## src/rtl/cook_time_entry_if.sv

```systemverilog
// cook_time_entry_if: keypad strobes in, normalised M:SS load values and status out
interface cook_time_entry_if;
  logic       digit_valid;
  logic [3:0] digit;
  logic       clear;
  logic       add_sec;
  logic       running;
  logic       timer_end;
  logic [5:0] load_minutes;
  logic [5:0] load_seconds;
  logic       entry_valid;
  logic [2:0] num_digits;
  logic       key_err;
  modport master (
    output digit_valid, digit, clear, add_sec, running, timer_end,
    input  load_minutes, load_seconds, entry_valid, num_digits, key_err
  );
  modport slave (
    input  digit_valid, digit, clear, add_sec, running, timer_end,
    output load_minutes, load_seconds, entry_valid, num_digits, key_err
  );
endinterface

```

## src/rtl/cook_time_entry.sv

```systemverilog
// cook_time_entry: microwave keypad time entry producing clamped M:SS load values for the down counter
module cook_time_entry #(
  parameter int MAX_MIN = 59,
  parameter int ADD_SEC = 30
) (
  input logic clk,
  input logic rst,
  cook_time_entry_if.slave bus
);
  typedef enum logic [1:0] {EMPTY, ENTRY, PRESET, LOCKED} state_t;
  localparam logic [6:0] MAX7 = 7'(MAX_MIN);
  localparam logic [6:0] ADD7 = 7'(ADD_SEC);
  state_t r_state, w_state;
  logic [15:0] r_buf, w_buf, w_kbuf;
  logic [5:0] r_min, r_sec, w_min, w_sec;
  logic [2:0] r_nd, w_nd;
  logic r_valid, r_err, w_err;
  logic [11:0] w_key, w_add;
  function automatic logic [11:0] norm(input logic [6:0] m, input logic [6:0] s);
    logic c;
    logic [6:0] mc;
    logic [5:0] sc;
    c = s > 7'd59;
    mc = m + {6'd0, c};
    sc = 6'(c ? s - 7'd60 : s);
    return mc > MAX7 ? {MAX7[5:0], 6'd59} : {6'(mc), sc};
  endfunction
  always_comb begin
    w_kbuf = r_state == ENTRY ? {r_buf[11:0], bus.digit} : {12'd0, bus.digit};
    w_key = norm({3'd0, w_kbuf[15:12]} * 7'd10 + {3'd0, w_kbuf[11:8]},
                 {3'd0, w_kbuf[7:4]} * 7'd10 + {3'd0, w_kbuf[3:0]});
    w_add = norm({1'b0, r_min}, {1'b0, r_sec} + ADD7);
    w_state = r_state;
    w_buf = r_buf;
    w_nd = r_nd;
    w_min = r_min;
    w_sec = r_sec;
    w_err = 1'b0;
    if (bus.timer_end) begin
      w_state = EMPTY;
      w_buf = '0;
      w_nd = '0;
      w_min = '0;
      w_sec = '0;
    end else if (bus.running || r_state == LOCKED) begin
      w_state = bus.running ? LOCKED : (r_nd != 3'd0 ? ENTRY : PRESET);
      w_err = bus.digit_valid | bus.add_sec;
    end else if (bus.clear) begin
      w_state = EMPTY;
      w_buf = '0;
      w_nd = '0;
      w_min = '0;
      w_sec = '0;
    end else if (bus.add_sec) begin
      w_state = PRESET;
      w_buf = '0;
      w_nd = '0;
      {w_min, w_sec} = w_add;
    end else if (bus.digit_valid) begin
      if (bus.digit > 4'd9 || (r_state == ENTRY && r_nd == 3'd4)) begin
        w_err = 1'b1;
      end else begin
        w_state = ENTRY;
        w_buf = w_kbuf;
        w_nd = r_state == ENTRY ? r_nd + 3'd1 : 3'd1;
        {w_min, w_sec} = w_key;
      end
    end
  end
  always_ff @(posedge clk) begin
    if (rst) begin
      r_state <= EMPTY;
      r_buf <= '0;
      r_nd <= '0;
      r_min <= '0;
      r_sec <= '0;
      r_valid <= 1'b0;
      r_err <= 1'b0;
    end else begin
      r_state <= w_state;
      r_buf <= w_buf;
      r_nd <= w_nd;
      r_min <= w_min;
      r_sec <= w_sec;
      r_valid <= (w_min | w_sec) != 6'd0 && w_state != LOCKED;
      r_err <= w_err;
    end
  end
  assign bus.load_minutes = r_min;
  assign bus.load_seconds = r_sec;
  assign bus.entry_valid = r_valid;
  assign bus.num_digits = r_nd;
  assign bus.key_err = r_err;
endmodule

```

## src/flat_wrapper.sv

```systemverilog
// flat-port wrapper written by rule: the top's interface ports become plain ports
module cook_time_entry_flat 
#(
  parameter int MAX_MIN = 59,
  parameter int ADD_SEC = 30
)
  (clk, rst, bus_digit_valid, bus_digit, bus_clear, bus_add_sec, bus_running, bus_timer_end, bus_load_minutes, bus_load_seconds, bus_entry_valid, bus_num_digits, bus_key_err);
  cook_time_entry_if bus_i ();
  input logic clk;
  input logic rst;
  input wire logic [$bits(bus_i.digit_valid)-1:0] bus_digit_valid;
  input wire logic [$bits(bus_i.digit)-1:0] bus_digit;
  input wire logic [$bits(bus_i.clear)-1:0] bus_clear;
  input wire logic [$bits(bus_i.add_sec)-1:0] bus_add_sec;
  input wire logic [$bits(bus_i.running)-1:0] bus_running;
  input wire logic [$bits(bus_i.timer_end)-1:0] bus_timer_end;
  output wire logic [$bits(bus_i.load_minutes)-1:0] bus_load_minutes;
  output wire logic [$bits(bus_i.load_seconds)-1:0] bus_load_seconds;
  output wire logic [$bits(bus_i.entry_valid)-1:0] bus_entry_valid;
  output wire logic [$bits(bus_i.num_digits)-1:0] bus_num_digits;
  output wire logic [$bits(bus_i.key_err)-1:0] bus_key_err;
  assign bus_i.digit_valid = bus_digit_valid;
  assign bus_i.digit = bus_digit;
  assign bus_i.clear = bus_clear;
  assign bus_i.add_sec = bus_add_sec;
  assign bus_i.running = bus_running;
  assign bus_i.timer_end = bus_timer_end;
  assign bus_load_minutes = bus_i.load_minutes;
  assign bus_load_seconds = bus_i.load_seconds;
  assign bus_entry_valid = bus_i.entry_valid;
  assign bus_num_digits = bus_i.num_digits;
  assign bus_key_err = bus_i.key_err;
  cook_time_entry #(.MAX_MIN(MAX_MIN), .ADD_SEC(ADD_SEC)) u_core (.clk(clk), .rst(rst), .bus(bus_i));
endmodule
```

## config.mk

```make
export PLATFORM = sky130hd
export DESIGN_NAME = cook_time_entry_flat
export DESIGN_NICKNAME = d
export VERILOG_FILES = /design/src/rtl/cook_time_entry_if.sv /design/src/rtl/cook_time_entry.sv /design/src/flat_wrapper.sv
export SDC_FILE = /design/constraint.sdc
export NUM_CORES = 1
export LEC_CHECK = 0
export ABC_AREA = 1
export CAP_MARGIN = 20
export CORE_MARGIN = 2
export CORE_UTILIZATION = 39
export CTS_BUF_LIST = sky130_fd_sc_hd__clkbuf_8
export DETAILED_ROUTE_END_ITERATION = 8
export HOLD_SLACK_MARGIN = 0.03
export PLACE_DENSITY = 0.54
export SLEW_MARGIN = 10
export SYNTH_ARGS = -nofsm -noshare
export SYNTH_HDL_FRONTEND = slang
export SYNTH_SLANG_ARGS = --single-unit
```

## constraint.sdc

```tcl
create_clock -name clk -period 10.4 [get_ports clk]
set_clock_uncertainty 0.2 [all_clocks]
set_input_delay 2.08 -clock clk [delete_from_list [all_inputs] [get_ports clk]]
set_output_delay 2.08 -clock clk [all_outputs]
set_load 0.03 [all_outputs]
```

==> impl_metrics.prom, run 1 <==
# TYPE chip_impl_metric gauge
chip_impl_metric{name="synth.yosys.seq_area_share",unit=""} 0.214
chip_impl_info{name="timing.critical_path.slowest_stage_cell",value="sky130_fd_sc_hd__clkdlybuf4s50_1"} 1
chip_impl_metric{name="cts_made_buffers",unit=""} 5
chip_impl_metric{name="num_io_pins",unit=""} 28
chip_impl_metric{name="fin_tns_setup",unit="ns"} 0
chip_impl_metric{name="cts_resized",unit=""} 0
chip_impl_metric{name="post_synth_num_cell_types",unit=""} 35
chip_impl_metric{name="avgViaCountPerCell",unit=""} 5.07
chip_impl_metric{name="synth_enable_flop_cells",unit=""} 0
chip_impl_metric{name="buffer_ports.inserted",unit=""} 27
chip_impl_metric{name="tightest_slew",unit="ns"} 0.915
chip_impl_metric{name="synthesis.yosys.warnings",unit=""} 0
chip_impl_info{name="synthFlopType",value="sky130_fd_sc_hd__dfxtp_1"} 1
chip_impl_metric{name="drive_gt1_frac",unit=""} 0.0676
chip_impl_metric{name="routed-via-count",unit=""} 3052
chip_impl_metric{name="path_depth",unit=""} 35
chip_impl_info{name="critical_path_class",value="in2reg"} 1
chip_impl_metric{name="grt_first_pass_wirelength",unit="um"} 13400
chip_impl_info{name="synth.top_cells.by_area",value="sky130_fd_sc_hd__dfxtp_1, sky130_fd_sc_hd__nand2_1, sky130_fd_sc_hd__ha_1"} 1
chip_impl_metric{name="num_antenna_cells",unit=""} 0
chip_impl_metric{name="grt.met3_usage",unit=""} 0.0301
chip_impl_metric{name="drtPass1Iterations",unit=""} 4
chip_impl_metric{name="cp.arrival",unit="ns"} 6.52
chip_impl_metric{name="critPathBufInv",unit=""} 6
chip_impl_metric{name="register_area",unit="um^2"} 621
chip_impl_metric{name="gp_congestion",unit=""} 0.866
chip_impl_metric{name="footprint_of_the_multi_input_gates",unit="um^2"} 1960
chip_impl_metric{name="synth-async-reset-ratio",unit=""} 0
chip_impl_metric{name="vias_in_the_first_global_route",unit=""} 2883
chip_impl_metric{name="count_of_maximum_capacitance_violations",unit=""} 0
chip_impl_metric{name="timing.max_slew.rel_slack",unit=""} 0.390
chip_impl_metric{name="post_cts.repair.setup_buffers",unit=""} 0
chip_impl_metric{name="clock_latency_on_the_worst_skew_pair",unit="ns"} 0.29
chip_impl_metric{name="synth_nets",unit=""} 514
chip_impl_metric{name="postRouteWirelength",unit="um"} 7850
chip_impl_metric{name="row_cnt",unit=""} 31
chip_impl_metric{name="yosysTopAreaCellShare",unit=""} 0.214
chip_impl_info{name="synth.top_cells.by_count",value="sky130_fd_sc_hd__nand2_1, sky130_fd_sc_hd__inv_1, sky130_fd_sc_hd__nor2_1"} 1
chip_impl_metric{name="worst-endpoint-required",unit="ns"} 10.38
chip_impl_metric{name="die-height",unit="um"} 90.3
chip_impl_metric{name="fillerInstances",unit=""} 785
chip_impl_metric{name="gr_ovfl_total",unit=""} 0
chip_impl_metric{name="crit_path_max_fanout",unit=""} 8
chip_impl_info{name="grt_most_used_layer",value="met2"} 1
chip_impl_info{name="timing.hold.worst.class",value="reg2reg"} 1
chip_impl_metric{name="number_of_non_filler_instances_in_the_completed_layout",unit=""} 602
chip_impl_info{name="path_delay_family",value="simple AND/OR/NAND/NOR gates"} 1
chip_impl_metric{name="wire_per_inst",unit="um"} 13.0
chip_impl_metric{name="cts.reportedPaths.clkPinSlew",unit="ns"} 0.07
chip_impl_metric{name="detail-route-antenna-nets",unit=""} 0
chip_impl_metric{name="timing_hold_violations_final",unit=""} 0
chip_impl_metric{name="min_path_cells",unit=""} 2
chip_impl_metric{name="r2r_cells",unit=""} 35
chip_impl_metric{name="total_leakage_power",unit="nW"} 1.64
chip_impl_metric{name="numClockSinks",unit=""} 31
chip_impl_info{name="cts_tree",value="done"} 1
chip_impl_metric{name="use_met1",unit=""} 0.271
chip_impl_metric{name="final_setup_violation_count",unit=""} 0
chip_impl_metric{name="flops_latches_synth",unit=""} 31
chip_impl_metric{name="place_hpwl",unit="um"} 5900
chip_impl_metric{name="final-max-slew-violation-count",unit=""} 0
chip_impl_info{name="crit_path_frequent_cell",value="sky130_fd_sc_hd__nand2_1"} 1
chip_impl_metric{name="cts_max_path_buffers",unit=""} 2
chip_impl_metric{name="globalRouteTotalUtil",unit=""} 0.199
chip_impl_info{name="synthMostInstantiatedCell",value="sky130_fd_sc_hd__nand2_1"} 1
chip_impl_metric{name="core_area",unit="um^2"} 7210
chip_impl_metric{name="fin_crit_sh",unit=""} 0.629
chip_impl_info{name="cts-root-buf",value="sky130_fd_sc_hd__clkbuf_8"} 1
chip_impl_metric{name="cellPowerDensity",unit="nW/um^2"} 95.4
chip_impl_metric{name="worst_hold_slack",unit="ns"} 0.268
chip_impl_metric{name="placed_cells",unit=""} 594
chip_impl_info{name="synthDominantAreaCellType",value="sky130_fd_sc_hd__dfxtp_1"} 1
chip_impl_metric{name="timing.final.crit_period",unit="ns"} 6.54
chip_impl_metric{name="start_util",unit=""} 0.403
chip_impl_metric{name="maximum_level_of_the_cts_h_tree",unit=""} 2
chip_impl_metric{name="first_iter_violations",unit=""} 154
chip_impl_metric{name="die_w",unit="um"} 90.3
chip_impl_metric{name="grt_antenna_before_repair",unit=""} 0
chip_impl_metric{name="remaining_drc_errors",unit=""} 0
chip_impl_metric{name="critical_path.max_stage_delay",unit="ns"} 0.52
chip_impl_info{name="rsz0062_at_grt",value="no"} 1
chip_impl_metric{name="area_growth_from_synthesis_to_layout",unit="%"} 15.0
chip_impl_info{name="setup.worst_path.end_class",value="flip-flop"} 1
chip_impl_metric{name="globalRouteMet2Util",unit=""} 0.327
chip_impl_info{name="start_kind",value="input pin"} 1
chip_impl_metric{name="finish.net_count",unit=""} 536
chip_impl_metric{name="ctsHoldBuffers",unit=""} 0
chip_impl_metric{name="synthCells",unit=""} 480
chip_impl_metric{name="vdd.ir_drop.worst",unit="mV"} 0.0485
chip_impl_metric{name="pin_count_of_the_biggest_net_entering_global_routing",unit=""} 24
chip_impl_metric{name="synth.cell_area",unit="um^2"} 2910
chip_impl_metric{name="timing.fmax",unit="MHz"} 153
chip_impl_info{name="run_status",value="finished, final reports clean"} 1
chip_impl_metric{name="syn_area_per_cell",unit="um^2"} 6.05
chip_impl_metric{name="dieArea",unit="um^2"} 8160
==> layout by cell type (no fill, tap or decap), drive strengths merged <==
cell / instances
a211oi: 8
a21oi: 46
a311oi: 1
a31oi: 2
and2: 1
buf: 1
clkbuf: 7
clkdlybuf4s50: 27
clkinv: 2
dfxtp: 31
fa: 3
ha: 20
inv: 68
nand2: 142
nand3: 36
nand3b: 4
nand4: 9
nor2: 58
nor3: 3
o211ai: 1
o21ai: 20
or2: 1
xnor2: 4
xor2: 8
==> worst min-delay path, stage by stage (launching register included) <==
cell and delay, ns:
sky130_fd_sc_hd__dfxtp_1 0.30, sky130_fd_sc_hd__inv_1 0.06, sky130_fd_sc_hd__a211oi_1 0.06
==> logic make-up after synthesis <==
group | synth area share
and+or+nand+nor | 0.373
buffers and inverters | 0.112
AOI/OAI and AO/OA | 0.151
DFF | 0.214
adders and majority gates | 0.107
xor gates and xnor gates | 0.0439
==> final timing paths <==
check / from / to / slack [ns]
hold / removal: u_core.r_buf[10] / u_core.r_buf[10] / 0.27
setup / recovery: bus_digit[2] / u_core.bus.entry_valid / 3.86
hold reg to reg: u_core.r_buf[10] / u_core.r_buf[10] / 0.27
setup reg to reg: u_core.r_state[0] / u_core.bus.entry_valid / 5.17
==> state kept, by name, indices dropped and copies added (netlist names) <==
register and count:
u_core.bus.num_digits 3, u_core.r_buf 12, u_core.bus.key_err 1, u_core.bus.load_minutes 6
u_core.r_state 2, u_core.bus.load_seconds 6, u_core.bus.entry_valid 1
==> per-layer routing <==
layer	up-vias	share of wire
li1	1584	-
met1	1394	0.49
met2	65	0.45
met3	9	0.040
met4	0	0.014
met5	-	0
==> final cells by class <==
type                            instances  area share
Clock buffer                            7      0.0288
Tap cell                               99      0.0371
Inverter                               69      0.0775
Timing Repair Buffer                   28      0.0831
Sequential cell                        31       0.186
Clock inverter                          1     0.00112
Multi-Input combinational cell        367       0.587
==> power breakdown <==
part	leakage, nW	internal (mW)	switching [mW]
combinational	1.33	0.0289	0.0531
clock	0.0557	0.0595	0.0497
sequential	0.253	0.123	0.00427
==> metrics by stage <==
step,power [mW],util,worst slack (ns),area [um^2]
3_3_place_gp,0.212,0.449,3.64,3240
5_1_grt,0.338,0.463,3.31,3340
3_5_place_dp,0.212,0.449,3.56,3240
2_1_floorplan,0.188,-,4.56,2910
6_report,0.319,0.463,3.86,3340
4_1_cts,0.322,0.463,3.85,3340
No activity file was read; power rests on OpenSTA's default activity.
==> inputs of run 2 (changes only) <==
==> constraint.sdc (replaced) <==
create_clock -name clk -period 6.45 [get_ports clk]
set_clock_uncertainty 0.2 [all_clocks]
set_input_delay 1.29 -clock clk [delete_from_list [all_inputs] [get_ports clk]]
set_output_delay 1.29 -clock clk [all_outputs]
set_load 0.03 [all_outputs]
==> impl_metrics.prom, run 2 (synthesis results as in run 1) <==
# TYPE chip_impl_metric gauge
chip_impl_info{name="run_status",value="finished, final reports clean"} 1
chip_impl_metric{name="first_iter_violations",unit=""} 173
chip_impl_metric{name="place_hpwl",unit="um"} 5880
chip_impl_metric{name="utilization",unit=""} 0.463
chip_impl_metric{name="area_growth_from_synthesis_to_layout",unit="%"} 15.0
chip_impl_info{name="rsz0062_at_grt",value="no"} 1
chip_impl_metric{name="detail-route-antenna-nets",unit=""} 0
chip_impl_metric{name="crit_path_max_fanout",unit=""} 8
chip_impl_info{name="setup.worst_path.end_class",value="flip-flop"} 1
chip_impl_metric{name="numClockSinks",unit=""} 31
chip_impl_info{name="layout.cells.most_common",value="sky130_fd_sc_hd__nand2_1"} 1
chip_impl_metric{name="cts_resized",unit=""} 0
chip_impl_metric{name="postRouteWirelength",unit="um"} 7740
chip_impl_metric{name="finish.net_count",unit=""} 536
chip_impl_metric{name="timing.final.crit_period",unit="ns"} 5.76
chip_impl_metric{name="start_util",unit=""} 0.403
chip_impl_info{name="cts-root-buf",value="sky130_fd_sc_hd__clkbuf_8"} 1
chip_impl_metric{name="final-max-slew-violation-count",unit=""} 0
chip_impl_info{name="crit_path_frequent_cell",value="sky130_fd_sc_hd__nand2_1"} 1
chip_impl_metric{name="dieArea",unit="um^2"} 8160
chip_impl_info{name="max_flop_register",value="u_core.r_buf"} 1
chip_impl_metric{name="timing.fmax",unit="MHz"} 174
chip_impl_metric{name="avgViaCountPerCell",unit=""} 5.00
chip_impl_metric{name="pin_count_of_the_biggest_net_entering_global_routing",unit=""} 24
chip_impl_metric{name="detailed_place.area",unit="um^2"} 3240
chip_impl_metric{name="maximum_level_of_the_cts_h_tree",unit=""} 2
chip_impl_metric{name="critical_path.max_stage_delay",unit="ns"} 0.52
chip_impl_metric{name="ctsHoldBuffers",unit=""} 0
chip_impl_metric{name="vias_in_the_first_global_route",unit=""} 2932
chip_impl_metric{name="final_cell_area_excluding_filler_cells",unit="um^2"} 3340
chip_impl_metric{name="die_w",unit="um"} 90.3
chip_impl_info{name="timing.hold.worst.class",value="reg2reg"} 1
chip_impl_metric{name="clock_latency_on_the_worst_skew_pair",unit="ns"} 0.29
chip_impl_metric{name="footprint_of_the_multi_input_gates",unit="um^2"} 1960
chip_impl_info{name="final_cell_mix",value="sky130_fd_sc_hd__nand2_1, sky130_fd_sc_hd__inv_1, sky130_fd_sc_hd__nor2_1"} 1
chip_impl_metric{name="count_of_maximum_capacitance_violations",unit=""} 0
chip_impl_metric{name="gr_ovfl_total",unit=""} 0
chip_impl_metric{name="globalRouteTotalUtil",unit=""} 0.199
chip_impl_metric{name="routed-via-count",unit=""} 3010
chip_impl_info{name="timing.critical_path.slowest_stage_cell",value="sky130_fd_sc_hd__clkdlybuf4s50_1"} 1
chip_impl_metric{name="grt_antenna_before_repair",unit=""} 0
chip_impl_metric{name="register_area",unit="um^2"} 621
chip_impl_metric{name="cellPowerDensity",unit="nW/um^2"} 154
chip_impl_metric{name="largest_reg_flops",unit=""} 12
chip_impl_metric{name="num_io_pins",unit=""} 28
chip_impl_metric{name="final_setup_violation_count",unit=""} 0
chip_impl_metric{name="timing_hold_violations_final",unit=""} 0
chip_impl_metric{name="drtPass1Iterations",unit=""} 4
chip_impl_metric{name="buffer_ports.inserted",unit=""} 27
chip_impl_metric{name="die-height",unit="um"} 90.3
chip_impl_metric{name="grt_first_pass_wirelength",unit="um"} 13500
chip_impl_metric{name="cp.arrival",unit="ns"} 5.74
chip_impl_metric{name="fillerInstances",unit=""} 800
chip_impl_metric{name="tightest_slew",unit="ns"} 0.929
chip_impl_metric{name="drive_gt1_frac",unit=""} 0.0676
chip_impl_metric{name="fin_tns_setup",unit="ns"} 0
chip_impl_metric{name="row_cnt",unit=""} 31
chip_impl_metric{name="core_area",unit="um^2"} 7210
chip_impl_info{name="start_kind",value="input pin"} 1
chip_impl_metric{name="num_antenna_cells",unit=""} 0
chip_impl_metric{name="gp_congestion",unit=""} 0.866
chip_impl_metric{name="post_cts.repair.setup_buffers",unit=""} 0
chip_impl_info{name="cts_tree",value="done"} 1
chip_impl_info{name="critical_path_class",value="in2reg"} 1
chip_impl_metric{name="cts_max_path_buffers",unit=""} 2
chip_impl_metric{name="cts_made_buffers",unit=""} 5
chip_impl_metric{name="post-layout-total-power",unit="uW"} 514
chip_impl_metric{name="worst-endpoint-required",unit="ns"} 6.43
chip_impl_metric{name="remaining_drc_errors",unit=""} 0
chip_impl_metric{name="total_leakage_power",unit="nW"} 1.64
chip_impl_metric{name="fin_crit_sh",unit=""} 0.893
chip_impl_metric{name="wire_per_inst",unit="um"} 12.9
chip_impl_metric{name="timing.max_slew.rel_slack",unit=""} 0.381
chip_impl_metric{name="vdd.ir_drop.worst",unit="mV"} 0.0842
chip_impl_metric{name="cts.reportedPaths.clkPinSlew",unit="ns"} 0.07
## run 2: cell counts in the layout (fill, tap and decap cells not counted)
Identical to the previous run, type by type.
## run 2: final timing paths
kind / start / endpoint / slack [ns] / cells after the start
min: u_core.r_buf[10] / u_core.r_buf[10] / 0.27 / 2
min reg2reg: u_core.r_buf[10] / u_core.r_buf[10] / 0.27 / 2
max: bus_digit[2] / u_core.bus.entry_valid / 0.69 / 35
max reg2reg: u_core.r_state[0] / u_core.bus.entry_valid / 1.26 / 35
## run 2: critical path, delay by kind of cell
family / cells / cell delay (ns)
buf+inv: 6 / 0.86
compound gates: 3 / 0.35
simple gates: 21 / 2.01
fa+ha+maj: 4 / 0.97
xor+xnor: 1 / 0.26
## run 2: layout make-up
| cell class | instances | share of cell area |
|---|---|---|
| Clock buffer | 7 | 0.0288 |
| Clock inverter | 1 | 0.00112 |
| Inverter | 69 | 0.0775 |
| Multi-Input combinational cell | 367 | 0.587 |
| Sequential cell | 31 | 0.186 |
| Tap cell | 99 | 0.0371 |
| Timing Repair Buffer | 28 | 0.0831 |
## run 2: stage by stage
| stage | instances | hold slack, ns | setup WS (ns) |
|---|---|---|---|
| 2_1_floorplan | 480 | 0.229 | 1.40 |
| 3_3_place_gp | 594 | 0.244 | 0.476 |
| 3_5_place_dp | 594 | 0.252 | 0.396 |
| 4_1_cts | 602 | 0.263 | 0.692 |
| 5_1_grt | 602 | 0.301 | 0.116 |
| 6_report | 602 | 0.268 | 0.688 |
## run 2: where the power goes
group	total, mW	internal (mW)	switching, mW
logic	0.132	0.0465	0.0856
registers	0.206	0.199	0.00674
clock network	0.176	0.0960	0.0805
total	0.514	0.341	0.173
## run 2: layer usage
metal | GRT usage | vias to the layer above | wire (um)
li1 | - | 1580 | -
met1 | 0.278 | 1365 | 3960
met2 | 0.326 | 59 | 3440
met3 | 0.0234 | 6 | 263
met4 | 0.0513 | 0 | 74
met5 | 0 | - | 0
